--- config.mk ---
export PLATFORM = sky130hd
export DESIGN_NAME = fetch_queue
export DESIGN_NICKNAME = d
export VERILOG_FILES = /design/src/rtl/fetch_queue.sv
export SDC_FILE = /design/constraint.sdc
export NUM_CORES = 1
export LEC_CHECK = 0
export ABC_AREA = 1
export CAP_MARGIN = 0
export CELL_PAD_IN_SITES_DETAIL_PLACEMENT = 1
export CELL_PAD_IN_SITES_GLOBAL_PLACEMENT = 1
export CORE_ASPECT_RATIO = 1.2
export CORE_MARGIN = 5
export CORE_UTILIZATION = 49
export CTS_CLUSTER_SIZE = 30
export DETAILED_ROUTE_END_ITERATION = 6
export GPL_ROUTABILITY_DRIVEN = 0
export PLACE_DENSITY = 0.95
export SYNTH_ARGS = -nofsm -noshare
export SYNTH_HDL_FRONTEND = slang
export SYNTH_SLANG_ARGS = --single-unit
--- constraint.sdc ---
create_clock -name clock -period 6.9 [get_ports clock]
set_input_delay 1.035 -clock clock [delete_from_list [all_inputs] [get_ports clock]]
set_output_delay 1.035 -clock clock [all_outputs]
set_load 0.05 [all_outputs]
--- src/rtl/fetch_queue.sv ---
`default_nettype none
// ============================================================================
// Module      : fetch_queue
// Description : Instruction-fetch front end. Issues word-aligned fetch
//               requests on a request/grant memory interface, buffers the
//               in-order responses in a DEPTH-entry circular prefetch queue
//               and presents {instruction, PC} pairs to decode with a
//               valid/ready handshake. A redirect flushes the queue, restarts
//               fetch at the new address and discards responses still in
//               flight for the old path.
//
// Ports       : clock, reset          - clock, asynchronous active-high reset
//               imem_req_out/addr_out - fetch request and address
//               imem_gnt_in           - request accepted when req & gnt
//               imem_rvalid_in/rdata  - in-order instruction responses
//               redirect_in/pc_in     - branch/jump restart
//               ins_valid_out/ins_out/ins_pc_out/ins_ready_in
//                                     - decode-side handshake
//               count_out             - queue occupancy
//
// Options     : FETCH_QUEUE_BYPASS_EN - when defined, a response arriving at
//               an empty queue with the consumer ready is handed straight to
//               the outputs in the same cycle instead of being queued.
//
// Revision    : 1.0 - initial release
// ============================================================================
module fetch_queue #(
    parameter int                    ADDR_WIDTH = 32,
    parameter int                    DATA_WIDTH = 32,
    parameter int                    DEPTH      = 4,
    parameter logic [ADDR_WIDTH-1:0] RESET_PC   = ADDR_WIDTH'(32'h0040_0000)
) (
    input  logic                         clock,
    input  logic                         reset,
    output logic                         imem_req_out,
    output logic [ADDR_WIDTH-1:0]        imem_addr_out,
    input  logic                         imem_gnt_in,
    input  logic                         imem_rvalid_in,
    input  logic [DATA_WIDTH-1:0]        imem_rdata_in,
    input  logic                         redirect_in,
    input  logic [ADDR_WIDTH-1:0]        redirect_pc_in,
    output logic                         ins_valid_out,
    output logic [DATA_WIDTH-1:0]        ins_out,
    output logic [ADDR_WIDTH-1:0]        ins_pc_out,
    input  logic                         ins_ready_in,
    output logic [$clog2(DEPTH+1)-1:0]   count_out
);

    localparam int                    c_PTR_W   = $clog2(DEPTH);
    localparam int                    c_CNT_W   = $clog2(DEPTH + 1);
    localparam logic [ADDR_WIDTH-1:0] c_PC_STEP = ADDR_WIDTH'(4);
    localparam logic [c_CNT_W:0]      c_DEPTH_W = (c_CNT_W + 1)'(DEPTH);

    // ------------------------------------------------------------------
    // State
    // ------------------------------------------------------------------
    logic [ADDR_WIDTH-1:0] r_fetch_pc;      // next address to request
    logic [ADDR_WIDTH-1:0] r_resp_pc;       // address of next expected response
    logic [c_CNT_W-1:0]    r_outstanding;   // granted, not yet returned
    logic [c_CNT_W-1:0]    r_drop;          // stale responses left to discard
    logic [c_CNT_W-1:0]    r_count;         // queue occupancy
    logic [c_PTR_W-1:0]    r_rd_ptr;
    logic [c_PTR_W-1:0]    r_wr_ptr;
    logic [DATA_WIDTH-1:0] r_mem_ins [DEPTH];
    logic [ADDR_WIDTH-1:0] r_mem_pc  [DEPTH];
    logic [DATA_WIDTH-1:0] r_ins;           // registered head instruction
    logic [ADDR_WIDTH-1:0] r_pc;            // registered head PC

    // ------------------------------------------------------------------
    // Combinational control
    // ------------------------------------------------------------------
    logic [c_CNT_W:0]      w_credit_used;
    logic                  w_req;
    logic                  w_grant;
    logic                  w_resp_live;
    logic                  w_bypass;
    logic                  w_push;
    logic                  w_pop;
    logic [c_PTR_W-1:0]    w_rd_nxt;
    logic [c_CNT_W-1:0]    w_cnt_nxt;
    logic [c_CNT_W-1:0]    w_out_nxt;
    logic                  w_head_from_resp;
    logic [ADDR_WIDTH-1:0] w_redirect_pc;
    logic                  w_unused_pc_lsb;

    // Queued entries plus in-flight requests never exceed DEPTH, so every
    // returned response is guaranteed a slot.
    assign w_credit_used = {1'b0, r_count} + {1'b0, r_outstanding};
    assign w_req         = (w_credit_used < c_DEPTH_W) & ~redirect_in & ~reset;
    assign w_grant       = w_req & imem_gnt_in;

    // A response belongs to the current path only when no stale responses
    // are pending and no redirect is flushing this cycle.
    assign w_resp_live   = imem_rvalid_in & (r_drop == '0) & ~redirect_in;

`ifdef FETCH_QUEUE_BYPASS_EN
    assign w_bypass      = w_resp_live & (r_count == '0) & ins_ready_in;
`else
    assign w_bypass      = 1'b0;
`endif

    assign w_push        = w_resp_live & ~w_bypass;
    assign w_pop         = (r_count != '0) & ins_ready_in;

    assign w_rd_nxt      = r_rd_ptr + c_PTR_W'(w_pop);
    assign w_cnt_nxt     = r_count + c_CNT_W'(w_push) - c_CNT_W'(w_pop);
    assign w_out_nxt     = r_outstanding + c_CNT_W'(w_grant)
                         - c_CNT_W'(imem_rvalid_in);

    // The next head comes straight from the response when the slot being
    // written is the slot the read pointer lands on (empty queue, or the
    // last entry popped while a new one arrives).
    assign w_head_from_resp = w_push & (r_wr_ptr == w_rd_nxt);

    assign w_redirect_pc    = {redirect_pc_in[ADDR_WIDTH-1:2], 2'b00};
    assign w_unused_pc_lsb  = ^redirect_pc_in[1:0];

    // ------------------------------------------------------------------
    // Queue storage (no reset needed: contents are qualified by r_count)
    // ------------------------------------------------------------------
    always_ff @(posedge clock) begin
        if (w_push) begin
            r_mem_ins[r_wr_ptr] <= imem_rdata_in;
            r_mem_pc[r_wr_ptr]  <= r_resp_pc;
        end
    end

    // ------------------------------------------------------------------
    // Control state
    // ------------------------------------------------------------------
    always_ff @(posedge clock or posedge reset) begin
        if (reset) begin
            r_fetch_pc    <= RESET_PC;
            r_resp_pc     <= RESET_PC;
            r_outstanding <= '0;
            r_drop        <= '0;
            r_count       <= '0;
            r_rd_ptr      <= '0;
            r_wr_ptr      <= '0;
            r_ins         <= '0;
            r_pc          <= '0;
        end else begin
            r_outstanding <= w_out_nxt;

            if (redirect_in) begin
                r_fetch_pc <= w_redirect_pc;
                r_resp_pc  <= w_redirect_pc;
                r_rd_ptr   <= '0;
                r_wr_ptr   <= '0;
                r_count    <= '0;
                // Everything still in flight after this cycle belongs to the
                // old path; this also folds in any earlier pending drops.
                r_drop     <= w_out_nxt;
            end else begin
                if (w_grant) begin
                    r_fetch_pc <= r_fetch_pc + c_PC_STEP;
                end
                if (w_resp_live) begin
                    r_resp_pc <= r_resp_pc + c_PC_STEP;
                end
                if (imem_rvalid_in && (r_drop != '0)) begin
                    r_drop <= r_drop - c_CNT_W'(1);
                end
                if (w_push) begin
                    r_wr_ptr <= r_wr_ptr + c_PTR_W'(1);
                end
                if (w_pop) begin
                    r_rd_ptr <= r_rd_ptr + c_PTR_W'(1);
                end
                r_count <= w_cnt_nxt;
            end

            // Head registers track the entry that will be at the head next
            // cycle; otherwise they hold so the outputs stay stable while
            // invalid.
            if (!redirect_in && (w_cnt_nxt != '0)) begin
                if (w_head_from_resp) begin
                    r_ins <= imem_rdata_in;
                    r_pc  <= r_resp_pc;
                end else begin
                    r_ins <= r_mem_ins[w_rd_nxt];
                    r_pc  <= r_mem_pc[w_rd_nxt];
                end
            end else if (w_bypass) begin
                r_ins <= imem_rdata_in;
                r_pc  <= r_resp_pc;
            end
        end
    end

    // ------------------------------------------------------------------
    // Outputs
    // ------------------------------------------------------------------
    assign imem_req_out  = w_req;
    assign imem_addr_out = r_fetch_pc;
    assign count_out     = r_count;

`ifdef FETCH_QUEUE_BYPASS_EN
    assign ins_valid_out = (r_count != '0) | w_bypass;
    assign ins_out       = w_bypass ? imem_rdata_in : r_ins;
    assign ins_pc_out    = w_bypass ? r_resp_pc     : r_pc;
`else
    assign ins_valid_out = (r_count != '0);
    assign ins_out       = r_ins;
    assign ins_pc_out    = r_pc;
`endif

endmodule
`default_nettype wire

Word level (Yosys, flattened, before mapping):

Memory sizes are Yosys's and may differ from the RTL's. A register that Yosys moved wholly into a read port is not among the register bits.
Index checks and enable logic that the tools add are counted.

* $add $sub $neg: 11
* $mul: 0
* divide/modulo/power cells: 0
* order comparisons: 1
* equality and inequality tests: 0
* shift operators: 0
* muxes and demuxes: 13
* bitwise gates (word level): 8
* reductions and logical operators: 11

Operator list (count)
* $mux W32: 4
* $add A32 B3 Y32 const B: 2
* $mux W3: 3
* $reduce_bool A3 Y1: 3
* $mux W2: 4
* $reduce_bool A2 Y1: 4
* $add A3 B1 Y3: 2
* $and A1 B1 Y1: 6
* $sub A3 B1 Y3: 2
* $add A2 B1 Y2 const B: 2
* $add A3 B3 Y4: 1
* $lt A4 B3 Y1 const B: 1
* $logic_not A3 Y1: 1
* $sub A3 B1 Y3 const B: 1
* $add A2 B1 Y2: 1
* $logic_and A1 B1 Y1: 2
* $mux W1: 2
* $not A1 Y1: 2
* $logic_not A1 Y1: 1

* bits in registers: 77
* bits in latches: 0
* RAM bits: 256
* memory bits (read-only): 0
* input bits: 70
* logic and storage cells: 53
* memories kept: 2

Memories
* r_mem_ins: depth 4, width 32, read ports 1, clocked after memory_dff 1, wr ports 1, line 64 `logic [DATA_WIDTH-1:0] r_mem_ins [DEPTH];`
* r_mem_pc: depth 4, width 32, read ports 1, clocked after memory_dff 1, wr ports 1, line 65 `logic [ADDR_WIDTH-1:0] r_mem_pc [DEPTH];`

Depth between registers and ports, before layout:

Gate-level depths: netlist of run 1.

* depth in word-level cells: 8
* mapped depth: 17
* mapped depth without buffers: 16

Worst setup path before layout of run 1:

OpenSTA, ideal clock, no wires.

* kind: input-to-reg
* from: input reset
* to: register r_drop[2]
* setup time: 0.082 ns
* arrival: 6.681 ns
* slack: 0.137 ns
* stages: 13
* cell sequence: inv_1 > nand2_1 > nor3_2 > nand2_1 > clkbuf_1 > ha_1 > inv_1 > ha_1 > fa_1 > xnor2_1 > xor2_1 > nor2_1 > o22ai_1

* cells in the longest elaborated chain, start to end: 6

Ends and longest elaborated chain
* from (decl): line 34 `input logic reset,`
* $not A1 Y1: line 89 `assign w_req = (w_credit_used < c_DEPTH_W) & ~redirect_in & ~reset;`
* $and A1 B1 Y1: line 89
* net imem_req_out: line 35 `output logic imem_req_out,`
* $and A1 B1 Y1: line 90 `assign w_grant = w_req & imem_gnt_in;`
* $add A3 B1 Y3: line 107 `assign w_out_nxt = r_outstanding + c_CNT_W'(w_grant)`
* $sub A3 B1 Y3: line 108 `- c_CNT_W'(imem_rvalid_in);`
* net w_out_nxt[2]: line 81 `logic [c_CNT_W-1:0] w_out_nxt;`
* $mux W3: line 145 `if (redirect_in) begin`
* to (signal assigned): line 153 `r_drop <= w_out_nxt;`
* to (signal assigned): line 162 `r_drop <= r_drop - c_CNT_W'(1);`
* to (decl): line 60 `logic [c_CNT_W-1:0] r_drop;`

The timed path passes the listed nets, and every way through them passes these cells.
A chain may end at the register's enable or synchronous reset.

Final worst setup path of run 1:

* from: input imem_rvalid_in
* to: register r_pc[28], in the netlist ins_pc_out[28], read port of r_mem_pc

* cells in the longest elaborated chain, start to end: 6

Ends and longest elaborated chain
* from (decl): line 38 `input logic imem_rvalid_in,`
* $and A1 B1 Y1 (2 in series): line 94 `assign w_resp_live = imem_rvalid_in & (r_drop == '0) & ~redirect_in;`
* $add A3 B1 Y3: line 106 `assign w_cnt_nxt = r_count + c_CNT_W'(w_push) - c_CNT_W'(w_pop);`
* $sub A3 B1 Y3: line 106
* $reduce_bool A3 Y1: line 176 `if (!redirect_in && (w_cnt_nxt != '0)) begin`
* $logic_and A1 B1 Y1: line 176
* to (decl): line 67 `logic [ADDR_WIDTH-1:0] r_pc;`

Every way passes these cells.

==> metrics.md, run 1 <==
| Metric | Value |
|---|---|
| Number of cells on the critical path | `16` |
| Layout cells sized above 1 | `8.23%` |
| H-tree depth reported by CTS | `2` |
| Required time at the worst-slack endpoint | `7.37 ns` |
| Initial core utilization | `49.3%` |
| End of the critical path | `ins_pc_out[28]` |
| FP Rows | `76` |
| Width of the die | `183 um` |
| Clock input transition at the sequential cells of the worst setup and hold paths | `0.06 ns` |
| Top delay family on crit path | `buffers and inverters` |
| Setup CP Type | `primary input to flop` |
| Later-pin clock latency in the skew report | `0.56 ns` |
| Number of buffers created by CTS | `39` |
| Die extent in y | `218 um` |
| Total power per unit cell area | `440 nW/um2` |
| Largest net degree at the start of global routing | `125` |
| ANT nets after route | `0` |
| Number of remaining DRC errors | `0` |
| Worst IR drop on VDD | `258 uV` |
| Non-Filler Cell Area, Final | `20900 um2` |
| Arrival @ worst endpoint | `5.34 ns` |
| Fraction of the yosys area taken by sequential cells | `61.5%` |
| Post-layout nets | `1976` |
| Number of detailed-routing iterations run before antenna repair | `5` |
| End of the worst register-to-register path | `ins_pc_out[28]` |
| Global routing usage summed across all routing layers | `28.3%` |
| Total of fill cells in the finished design | `3877` |
| Number of enable flip-flop cells after synthesis | `248` |
| Count of mapped cells out of synthesis | `1750` |
| Worst reg-to-reg path cell count | `17` |
| Actual slew at the worst max-slew pin | `1.31 ns` |
| Placeable core area | `35700 um2` |
| Pre-CTS WS | `1.49 ns` |
| Syn Area/Cell | `10.1 um2` |
| Sink Count | `383` |
| Critical path launch point | `imem_rvalid_in` |
| Count of synthesis-stage warnings from yosys | `0` |
| Post-Route Utilization | `58.6%` |
| Result of the run | `completed` |
| Buffers inserted during post-CTS setup optimization | `0` |
| Via density per instance | `5.96` |
| Critical Path Sink Type | `flop` |
| Total via count after detailed routing | `14200` |
| CTS-repair resized insts | `0` |
| DRC violation total after the first TritonRoute iteration | `1232` |
| Leading register cell type out of synthesis | `sky130_fd_sc_hd__edfxtp_1` |
| Crit path max-delay cell type | `sky130_fd_sc_hd__inv_2` |
| Seq cells post-synth | `383` |
| Count of cells along the worst hold path | `2` |
| Async S/R FF share, synth | `35.2%` |
| Number of top-level pins | `171` |
| CTS root buf | `sky130_fd_sc_hd__clkbuf_16` |
| Normalized max-slew margin | `12.5%` |
| Critical register-to-register path startpoint | `r_drop[0]` |
| Top achievable clock speed | `206 MHz` |
| Total of max-cap violations | `0` |
| Setup repair after global routing missed its margin | `no` |
| Dpl hpwl | `33.5 mm` |
| GRT Residual Overflow | `0` |
| Time the worst path needs with I/O delays and setup | `4.86 ns` |
| Overall die area | `39800 um2` |
| Critical path fanouts, max | `48` |
| Total count of max-transition violations in the final report | `0` |
| Post-synthesis instance area | `17600 um2` |
| Wire length of the first global-routing pass | `88.6 mm` |
| Final Hold Vio Count | `0` |
| Antenna cell count | `0` |
| Number of failing setup endpoints in the final timing report | `0` |
| Area added between synthesis and finish | `18.7%` |
| Netlist cell types | `39` |
| Drt total wl | `56.8 mm` |
| Number of buffer and inverter stages on the critical path | `6` |
| Final routed wire length divided by cell count | `23.8 um` |
| Worst-case register-to-register setup slack | `2.44 ns` |
| Kind of start point of the critical path | `primary input` |
| Number of global-route vias before repair | `15700` |
| Ratio of final minimum period to clock period | `70.5%` |
| Leakage power figure | `0.00836 uW` |
| Hold Crit Class | `flop to flop` |
| Antenna violations before repair | `0` |
| Setup total negative slack | `0 ns` |
| Maximum single-stage delay on the critical path | `0.75 ns` |
| Hold_buf cts | `0` |
| Cell-by-cell listing of the critical path | `clkdlybuf4s50_1 -> nand3_1 -> inv_2 -> nand2_2 -> ha_1 -> inv_1 -> ha_1 -> inv_1 -> fa_1 -> xnor2_1 -> xor2_1 -> a21oi_4 -> inv_2 -> buf_4 -> nand2_1 -> nand2_1` |
| Post-detailed-placement cell area | `19600 um2` |
| Total power | `9180 uW` |
| Clock tree from TritonCTS | `done` |
| Final clock skew | `0.0224 ns` |
| Max Buffers Root-to-Sink | `3` |
| Min setup slack post-route | `2.04 ns` |
| Number of port buffers | `164` |
## cell type report
type,count,area [um2],area share (%)
clock buffers,58,1140,5.45
clock inverters,14,115,0.551
inverters,92,350,1.68
multi-input cells,1195,6130,29.3
flip-flops and latches,383,10800,51.8
well taps,468,586,2.80
repair buffers,178,1740,8.34
## power breakdown
part | internal [uW] | total (uW) | switching (uW)
Clock | 1190 | 2110 | 925
Sequential | 2820 | 3160 | 340
Combinational | 1230 | 3910 | 2680
## registers in the layout, indices dropped and copies added, names as in the netlist
name,cells
r_mem_ins,128
r_mem_pc,120
ins_out,32
imem_addr_out,30
ins_pc_out,30
r_resp_pc,30
count_out,3
r_drop,3
r_outstanding,3
r_rd_ptr,2
r_wr_ptr,2
## worst min-delay path, delay by kind of cell, from the launching register on
family / cells / cell delay (ns)
simple gates: 2 / 0.12
flops: 1 / 0.34
## per-layer routing
metal	up-vias	share of wire [%]	wire, um	track usage (%)
met5	-	0	0	0
li1	6198	-	-	-
met1	7231	38	21500	34.2
met3	155	5.9	3360	3.72
met4	0	4.0	2250	11.7
met2	644	52	29700	50.9
## worst min path at each step
stage | start | end | slack (ns)
floorplan | r_rd_ptr[0] | r_rd_ptr[0] | 0.46
CTS | ins_pc_out[6] | ins_pc_out[6] | 0.49
finish | ins_out[26] | ins_out[26] | 0.49
global route | ins_out[8] | ins_out[8] | 0.51
detailed placement | ins_out[17] | ins_out[17] | 0.46
global placement | ins_out[1] | ins_out[1] | 0.46
## kinds of logic after synthesis
family | synth area share [%]
simple gates | 21.4
buf+inv | 4.09
flops | 61.5
other cells | 0.0213
fa+ha+maj | 1.29
compound gates | 6.76
mux | 3.53
xor+xnor | 1.39
## per-stage QoR
stage / hold slack [ns] / instances
after floorplan: 0.462 / 1753
after global placement: 0.461 / 2316
after detailed placement: 0.464 / 2316
after CTS: 0.493 / 2388
after global routing: 0.509 / 2388
final: 0.489 / 2388
## cells in the mapped netlist (2+ instances only)
| cell | instances | area share (%) |
|---|---|---|
| sky130_fd_sc_hd__dfstp_2 | 2 | 0.30 |
| sky130_fd_sc_hd__buf_4 | 4 | 0.17 |
| sky130_fd_sc_hd__ha_1 | 15 | 1.1 |
| sky130_fd_sc_hd__nor2_1 | 87 | 1.9 |
| sky130_fd_sc_hd__xor2_1 | 12 | 0.60 |
| sky130_fd_sc_hd__nand2_1 | 571 | 12 |
| sky130_fd_sc_hd__fa_1 | 2 | 0.23 |
| sky130_fd_sc_hd__nand3_1 | 137 | 3.9 |
| sky130_fd_sc_hd__o211ai_1 | 74 | 3.2 |
| sky130_fd_sc_hd__or2_2 | 63 | 2.2 |
| sky130_fd_sc_hd__inv_2 | 6 | 0.13 |
| sky130_fd_sc_hd__nand4_1 | 13 | 0.46 |
| sky130_fd_sc_hd__a21oi_2 | 2 | 0.10 |
| sky130_fd_sc_hd__a21oi_1 | 15 | 0.43 |
| sky130_fd_sc_hd__clkbuf_1 | 35 | 0.75 |
| sky130_fd_sc_hd__inv_1 | 85 | 1.8 |
| sky130_fd_sc_hd__a31oi_1 | 3 | 0.11 |
| sky130_fd_sc_hd__buf_2 | 38 | 1.1 |
| sky130_fd_sc_hd__nor3_1 | 11 | 0.31 |
| sky130_fd_sc_hd__mux2i_1 | 62 | 3.5 |
| sky130_fd_sc_hd__o21ai_0 | 94 | 2.7 |
| sky130_fd_sc_hd__nand2_2 | 2 | 0.071 |
| sky130_fd_sc_hd__xnor2_1 | 11 | 0.55 |
| sky130_fd_sc_hd__nand3b_1 | 5 | 0.21 |
| sky130_fd_sc_hd__buf_1 | 6 | 0.13 |
| sky130_fd_sc_hd__dfrtp_1 | 133 | 19 |
| sky130_fd_sc_hd__o21bai_1 | 3 | 0.13 |
| sky130_fd_sc_hd__edfxtp_1 | 248 | 42 |
## layout by cell type (no fill, tap or decap), drive strengths merged, types with 4 or more instances in the layout
| master | n |
|---|---|
| nor2 | 88 |
| o211ai | 74 |
| xor2 | 13 |
| xnor2 | 12 |
| mux2i | 62 |
| clkbuf | 58 |
| nand2 | 573 |
| buf | 15 |
| nand3 | 137 |
| clkdlybuf4s50 | 163 |
| clkinv | 10 |
| or2 | 63 |
| ha | 15 |
| nand3b | 5 |
| conb | 4 |
| nor3 | 12 |
| inv | 93 |
| dfrtp | 133 |
| edfxtp | 248 |
| nand4 | 13 |
| o21ai | 94 |
| a21oi | 17 |
Power figures use the tool's default switching activity.
==> run 2, diff against run 1 <==
--- a/config.mk
+++ b/config.mk
@@ -11,11 +11,11 @@
 export CELL_PAD_IN_SITES_GLOBAL_PLACEMENT = 1
 export CORE_ASPECT_RATIO = 1.2
 export CORE_MARGIN = 5
-export CORE_UTILIZATION = 49
+export CORE_UTILIZATION = 41
 export CTS_CLUSTER_SIZE = 30
 export DETAILED_ROUTE_END_ITERATION = 6
 export GPL_ROUTABILITY_DRIVEN = 0
-export PLACE_DENSITY = 0.95
+export PLACE_DENSITY = 0.86
 export SYNTH_ARGS = -nofsm -noshare
 export SYNTH_HDL_FRONTEND = slang
 export SYNTH_SLANG_ARGS = --single-unit
==> constraint.sdc (replaced) <==
create_clock -name clock -period 4.11 [get_ports clock]
set_input_delay 0.6165 -clock clock [delete_from_list [all_inputs] [get_ports clock]]
set_output_delay 0.6165 -clock clock [all_outputs]
set_load 0.05 [all_outputs]
==> run 2 against run 1 <==
  * Register-to-register slack got worse by 1.8 ns
  * Non-clock buffer count increased by 12
  * Clock-buffer cell count decreased by 2
  * Largest cell class unchanged
  * Sequential power increased by 66%
  * Largest power group unchanged
==> metrics.md, run 2 (synthesis results as in run 1) <==
| Metric | Value |
|---|---|
| Result of the run | `completed` |
| Die extent in y | `237 um` |
| Number of failing setup endpoints in the final timing report | `0` |
| Number of global-route vias before repair | `14700` |
| Final Hold Vio Count | `0` |
| Wire length of the first global-routing pass | `80.0 mm` |
| Total via count after detailed routing | `13500` |
| Number of buffers created by CTS | `41` |
| Leakage power figure | `0.00847 uW` |
| Setup repair after global routing missed its margin | `no` |
| FP Rows | `83` |
| Post-layout nets | `1990` |
| H-tree depth reported by CTS | `2` |
| Clock input transition at the sequential cells of the worst setup and hold paths | `0.06 ns` |
| Ratio of final minimum period to clock period | `83.6%` |
| Largest register FFs | `128` |
| GRT Residual Overflow | `0` |
| Setup total negative slack | `0 ns` |
| Amount of wire on met2 after detailed routing | `25.7 mm` |
| Overall die area | `47200 um2` |
| Top reg by flops | `r_mem_ins` |
| Highest routing layer actually used | `met4` |
| Worst Hold Path EP | `ins_pc_out[29]` |
| Commonest non-fill, non-tap cells in the layout | `sky130_fd_sc_hd__nand2_1 (570), sky130_fd_sc_hd__edfxtp_1 (248), sky130_fd_sc_hd__clkdlybuf4s50_1 (163), sky130_fd_sc_hd__nand3_1 (137), sky130_fd_sc_hd__dfrtp_1 (133)` |
| Most frequent standard cell in the layout excluding fill and tap cells | `sky130_fd_sc_hd__nand2_1` |
| Later-pin clock latency in the skew report | `0.55 ns` |
| Time the worst path needs with I/O delays and setup | `3.44 ns` |
| Critical register-to-register path startpoint | `count_out[1]` |
| Placeable core area | `42600 um2` |
| ANT nets after route | `0` |
| Total of max-cap violations | `0` |
| End of the worst register-to-register path | `ins_out[21]` |
| Layout cells sized above 1 | `9.26%` |
| Number of top-level pins | `171` |
| Post-route worst hold slack | `0.477 ns` |
| Actual slew at the worst max-slew pin | `1.14 ns` |
| Total of fill cells in the finished design | `4677` |
| Via density per instance | `5.44` |
| Global routing usage summed across all routing layers | `21.1%` |
| Setup CP Type | `flop to flop` |
| DRC violation total after the first TritonRoute iteration | `751` |
| Total instance count after detailed placement | `2412` |
| Cell-by-cell listing of the critical path | `nor2_1 -> nand2_1 -> nand2_1 -> inv_1 -> ha_4 -> xnor2_4 -> xor2_4 -> buf_4 -> nand3_1 -> nand2_1 -> nand2_1 -> nand2_1` |
| Number of remaining DRC errors | `0` |
| Width of the die | `199 um` |
| Kind of start point of the critical path | `flop` |
| Antenna violations before repair | `0` |
| Worst IR drop on VDD | `549 uV` |
| Worst reg-to-reg path cell count | `12` |
| Critical path fanouts, max | `62` |
| Buffers inserted during post-CTS setup optimization | `0` |
| Wire length the detailed router placed on met1 | `21.0 mm` |
| Drt total wl | `50.3 mm` |
| Crit path max-delay cell type | `sky130_fd_sc_hd__xnor2_4` |
| Initial core utilization | `41.3%` |
| Number of port buffers | `164` |
| Largest net degree at the start of global routing | `91` |
| Required time at the worst-slack endpoint | `4.58 ns` |
| Number of detailed-routing iterations run before antenna repair | `5` |
| Total power | `15300 uW` |
| Hold_buf cts | `0` |
| CTS-repair resized insts | `0` |
| Maximum single-stage delay on the critical path | `0.86 ns` |
| Normalized max-slew margin | `24.1%` |
| Clock tree from TritonCTS | `done` |
| Most used cell along the critical path | `sky130_fd_sc_hd__nand2_1` |
| Final clock skew | `0.0199 ns` |
| Layout Cells excl Fill | `2487` |
| Arrival @ worst endpoint | `3.91 ns` |
| Area added between synthesis and finish | `21.0%` |
| Post-Route Utilization | `50.0%` |
| Critical Path Sink Type | `flop` |
| Dpl hpwl | `31.0 mm` |
| Worst-case register-to-register setup slack | `0.67 ns` |
| Count of cells along the worst hold path | `2` |
| Met3 WL post-DR | `2.56 mm` |
| Final routed wire length divided by cell count | `20.2 um` |
| Worst hold start | `ins_pc_out[29]` |
| CTS root buf | `sky130_fd_sc_hd__clkbuf_16` |
| Max Buffers Root-to-Sink | `3` |
| Top achievable clock speed | `291 MHz` |
| Total power per unit cell area | `718 nW/um2` |
| Sink Count | `383` |
| Hold Crit Class | `flop to flop` |
| Total count of max-transition violations in the final report | `0` |
[run 2: worst max-delay path, delay by kind of cell (launching register included)]
family	cells	cell delay, ns
XOR/XNOR	2	1.06
adder cells (fa/ha/maj)	1	0.21
buffers and inverters	2	0.80
flip-flops	1	0.46
AND/OR/NAND/NOR	7	0.81
[run 2: power by group]
group          leakage, uW  internal (uW)  total [uW]  switching, uW
clock network     0.000644           2100        3620           1520
registers          0.00389           4730        5230            503
logic              0.00394           2170        6420           4250
total              0.00847           9010       15300           6270
[run 2: per-layer routing]
layer	global-route usage (%)	vias up
li1	-	6221
met4	5.51	0
met1	27.3	6851
met2	37.1	383
met5	0	-
met3	3.15	68
[run 2: cell type report]
cell class | instances | area, um2 | share of cell area (%)
timing repair buffer | 190 | 1930 | 9.08
sequential | 383 | 10800 | 50.9
tap | 552 | 691 | 3.25
clock buffer | 56 | 1150 | 5.42
inverter | 92 | 349 | 1.64
multi-input combinational | 1195 | 6160 | 29.0
antenna | 1 | 2.50 | 0.0118
clock inverter | 18 | 164 | 0.770
[run 2: metrics by stage]
stage	cell area (um2)	setup slack, ns
global placement	20000	0.439
global route	21300	0.369
detailed placement	20000	0.323
floorplan	17700	-0.464
CTS	21300	0.596
finish	21300	0.673
[run 2: worst max-delay path by stage]
| stage | startpoint | to | slack, ns |
|---|---|---|---|
| floorplan | reset | r_drop[2] | -0.46 |
| global placement | imem_rvalid_in | ins_pc_out[29] | 0.44 |
| detailed placement | imem_rvalid_in | ins_pc_out[28] | 0.32 |
| CTS | count_out[1] | ins_pc_out[26] | 0.60 |
| global route | count_out[1] | ins_pc_out[26] | 0.37 |
| finish | count_out[1] | ins_out[21] | 0.67 |
==> run 3, diff against run 2 <==
==> constraint.sdc (replaced) <==
create_clock -name clock -period 3.05 [get_ports clock]
set_input_delay 0.4575 -clock clock [delete_from_list [all_inputs] [get_ports clock]]
set_output_delay 0.4575 -clock clock [all_outputs]
set_load 0.05 [all_outputs]
==> run 3 against run 2 <==
  * Final cell count grew 0.84%
  * Design area grew 2.0%
  * Flip-flop and latch count is the same
  * Worst hold slack lost 0.0018 ns
  * Clock-buffer cell count shrank 1
  * Total power grew 42%
  * Via count grew 2.1%
  * Wire length grew 8.0%
  * Utilization grew 1.0 points
  * Global-route usage grew 1.6 points
  * Largest cell class unchanged
==> metrics.md, run 3 (synthesis results as in run 1) <==
| Metric | Value |
|---|---|
| Wire length of the first global-routing pass | `84.9 mm` |
| Number of global-route vias before repair | `15300` |
| Critical Path Sink Type | `flop` |
| H-tree depth reported by CTS | `2` |
| Actual slew at the worst max-slew pin | `0.882 ns` |
| Total power | `21700 uW` |
| Leakage power figure | `0.00870 uW` |
| Clock input transition at the sequential cells of the worst setup and hold paths | `0.07 ns` |
| Arrival @ worst endpoint | `3.42 ns` |
| Setup repair after global routing missed its margin | `yes` |
| Area added between synthesis and finish | `23.4%` |
| Top achievable clock speed | `339 MHz` |
| Total of max-cap violations | `0` |
| Number of top-level pins | `171` |
| Via density per instance | `5.51` |
| CTS root buf | `sky130_fd_sc_hd__clkbuf_16` |
| Top reg by flops | `r_mem_ins` |
| GRT Residual Overflow | `0` |
| Min setup slack post-route | `0.101 ns` |
| Layout cells sized above 1 | `10.6%` |
| Max Buffers Root-to-Sink | `3` |
| GR Util met2 | `40.0%` |
| Worst IR drop on VDD | `842 uV` |
| Met3 Use GR | `3.79%` |
| Final clock skew | `0.0286 ns` |
| Total count of max-transition violations in the final report | `0` |
| Clock tree from TritonCTS | `done` |
| Initial core utilization | `41.3%` |
| FP Rows | `83` |
| Dpl hpwl | `32.1 mm` |
| Post-layout nets | `2011` |
| Number of buffer and inverter stages on the critical path | `7` |
| Die extent in y | `237 um` |
| Sink Count | `383` |
| Hold Crit Class | `primary input to asynchronous set/reset pin` |
| Result of the run | `completed` |
| Final routed wire length divided by cell count | `21.7 um` |
| Ratio of final minimum period to clock period | `96.7%` |
| Number of failing setup endpoints in the final timing report | `0` |
| Top delay family on crit path | `adder cells` |
| Number of remaining DRC errors | `0` |
| Normalized max-slew margin | `41.2%` |
| Placeable core area | `42600 um2` |
| Global routing usage summed across all routing layers | `22.7%` |
| Total via count after detailed routing | `13800` |
| Overall die area | `47200 um2` |
| GRT met1 Usage | `27.7%` |
| ANT nets after route | `0` |
| Number of detailed-routing iterations run before antenna repair | `4` |
| Pre-CTS WS | `-0.360 ns` |
| Number of buffers created by CTS | `41` |
| Layout Cells excl Fill | `2508` |
| Number of port buffers | `164` |
| Busiest grt layer | `met2` |
| Time the worst path needs with I/O delays and setup | `2.95 ns` |
| Required time at the worst-slack endpoint | `3.52 ns` |
| Later-pin clock latency in the skew report | `0.55 ns` |
| Setup CP Type | `flop to flop` |
| Total instance count after detailed placement | `2419` |
| Critical path fanouts, max | `6` |
| Most frequent standard cell in the layout excluding fill and tap cells | `sky130_fd_sc_hd__nand2_1` |
| Largest register FFs | `128` |
| Final Hold Vio Count | `0` |
| Kind of start point of the critical path | `flop` |
| Width of the die | `199 um` |
| Hold_buf cts | `0` |
| Commonest non-fill, non-tap cells in the layout | `sky130_fd_sc_hd__nand2_1 (570), sky130_fd_sc_hd__edfxtp_1 (248), sky130_fd_sc_hd__clkdlybuf4s50_1 (162), sky130_fd_sc_hd__nand3_1 (136), sky130_fd_sc_hd__dfrtp_1 (133)` |
| Largest net degree at the start of global routing | `136` |
| Antenna violations before repair | `0` |
| Crit path max-delay cell type | `sky130_fd_sc_hd__dfrtp_1` |
| Post-Route Utilization | `51.0%` |
| Maximum single-stage delay on the critical path | `0.39 ns` |
| Setup total negative slack | `0 ns` |
| Drt total wl | `54.3 mm` |
| DRC violation total after the first TritonRoute iteration | `693` |
| Total power per unit cell area | `998 nW/um2` |
| Antenna cell count | `0` |
| Cell-by-cell listing of the critical path | `inv_2 -> ha_4 -> nand3_2 -> inv_2 -> nand2_2 -> ha_1 -> inv_1 -> ha_1 -> inv_1 -> fa_2 -> xnor2_2 -> xor2_2 -> a21oi_4 -> buf_12 -> inv_16 -> bufbuf_16 -> nand2_1 -> nand2_1` |
run 3: changes by cell type in the layout (fill, tap and decap cells not counted), moves of 2 or more:
cell	delta
sky130_fd_sc_hd__inv_1	-2
sky130_fd_sc_hd__buf_16	+2
sky130_fd_sc_hd__buf_12	+9
sky130_fd_sc_hd__buf_4	+9
sky130_fd_sc_hd__bufinv_16	+2
sky130_fd_sc_hd__clkinv_4	-2
sky130_fd_sc_hd__clkinvlp_4	-2
sky130_fd_sc_hd__clkinv_1	+2
sky130_fd_sc_hd__inv_6	+2
run 3: repair_timing:
item | CTS | global route
endpoints found under the hold margin | 0 | 0
endpoints found under the setup margin | 26 | 62
setup buffers | 10 | 3
gates resized for setup | 16 | 1
pin swaps | 4 | 4
gates cloned | 4 | 0
run 3: layout make-up:
type | count | area (um2)
clock buffer | 55 | 1150
sequential | 383 | 10800
fill | 4645 | 20900
timing repair buffer | 211 | 2270
multi-input combinational | 1195 | 6200
tap | 552 | 691
inverter | 92 | 365
clock inverter | 20 | 216
run 3: power breakdown:
group / switching [uW] / internal [uW] / total, uW
Combinational: 6130 / 3360 / 9490
Sequential: 708 / 6370 / 7080
Clock: 2100 / 3000 / 5090
run 3: per-layer routing:
| layer | share of wire (%) | up-vias |
|---|---|---|
| met3 | 5.4 | 102 |
| li1 | - | 6275 |
| met4 | 3.5 | 0 |
| met2 | 51 | 434 |
| met5 | 0 | - |
| met1 | 40 | 7001 |
run 3: path summary, 6_finish.rpt:
path / startpoint / to / slack (ns) / cells after the start
max: r_drop[0] / ins_out[12] / 0.10 / 18
min: reset / r_outstanding[2] / 0.48 / 3
max reg2reg: r_drop[0] / ins_out[12] / 0.10 / 18
min reg2reg: ins_out[23] / ins_out[23] / 0.48 / 2
max in group asynchronous: reset / ins_pc_out[29] / 1.85 / 3
min in group clock: ins_out[23] / ins_out[23] / 0.48 / 2
run 3: metrics by stage:
stage | cell area [um2] | hold slack (ns)
floorplan | 17700 | 0.462
global placement | 20100 | 0.463
detailed placement | 20100 | 0.466
CTS | 21700 | 0.484
global route | 21700 | 0.499
finish | 21700 | 0.475
run 3: worst register-to-register path: cells and delay by family, from the launching register on:
kind	cells	cell delay (ns)
AND/OR/NAND/NOR	4	0.27
buffers and inverters	7	0.80
AO/OA/AOI/OAI	1	0.09
adder cells (fa/ha/maj)	4	0.89
flip-flops	1	0.39
XOR/XNOR	2	0.43
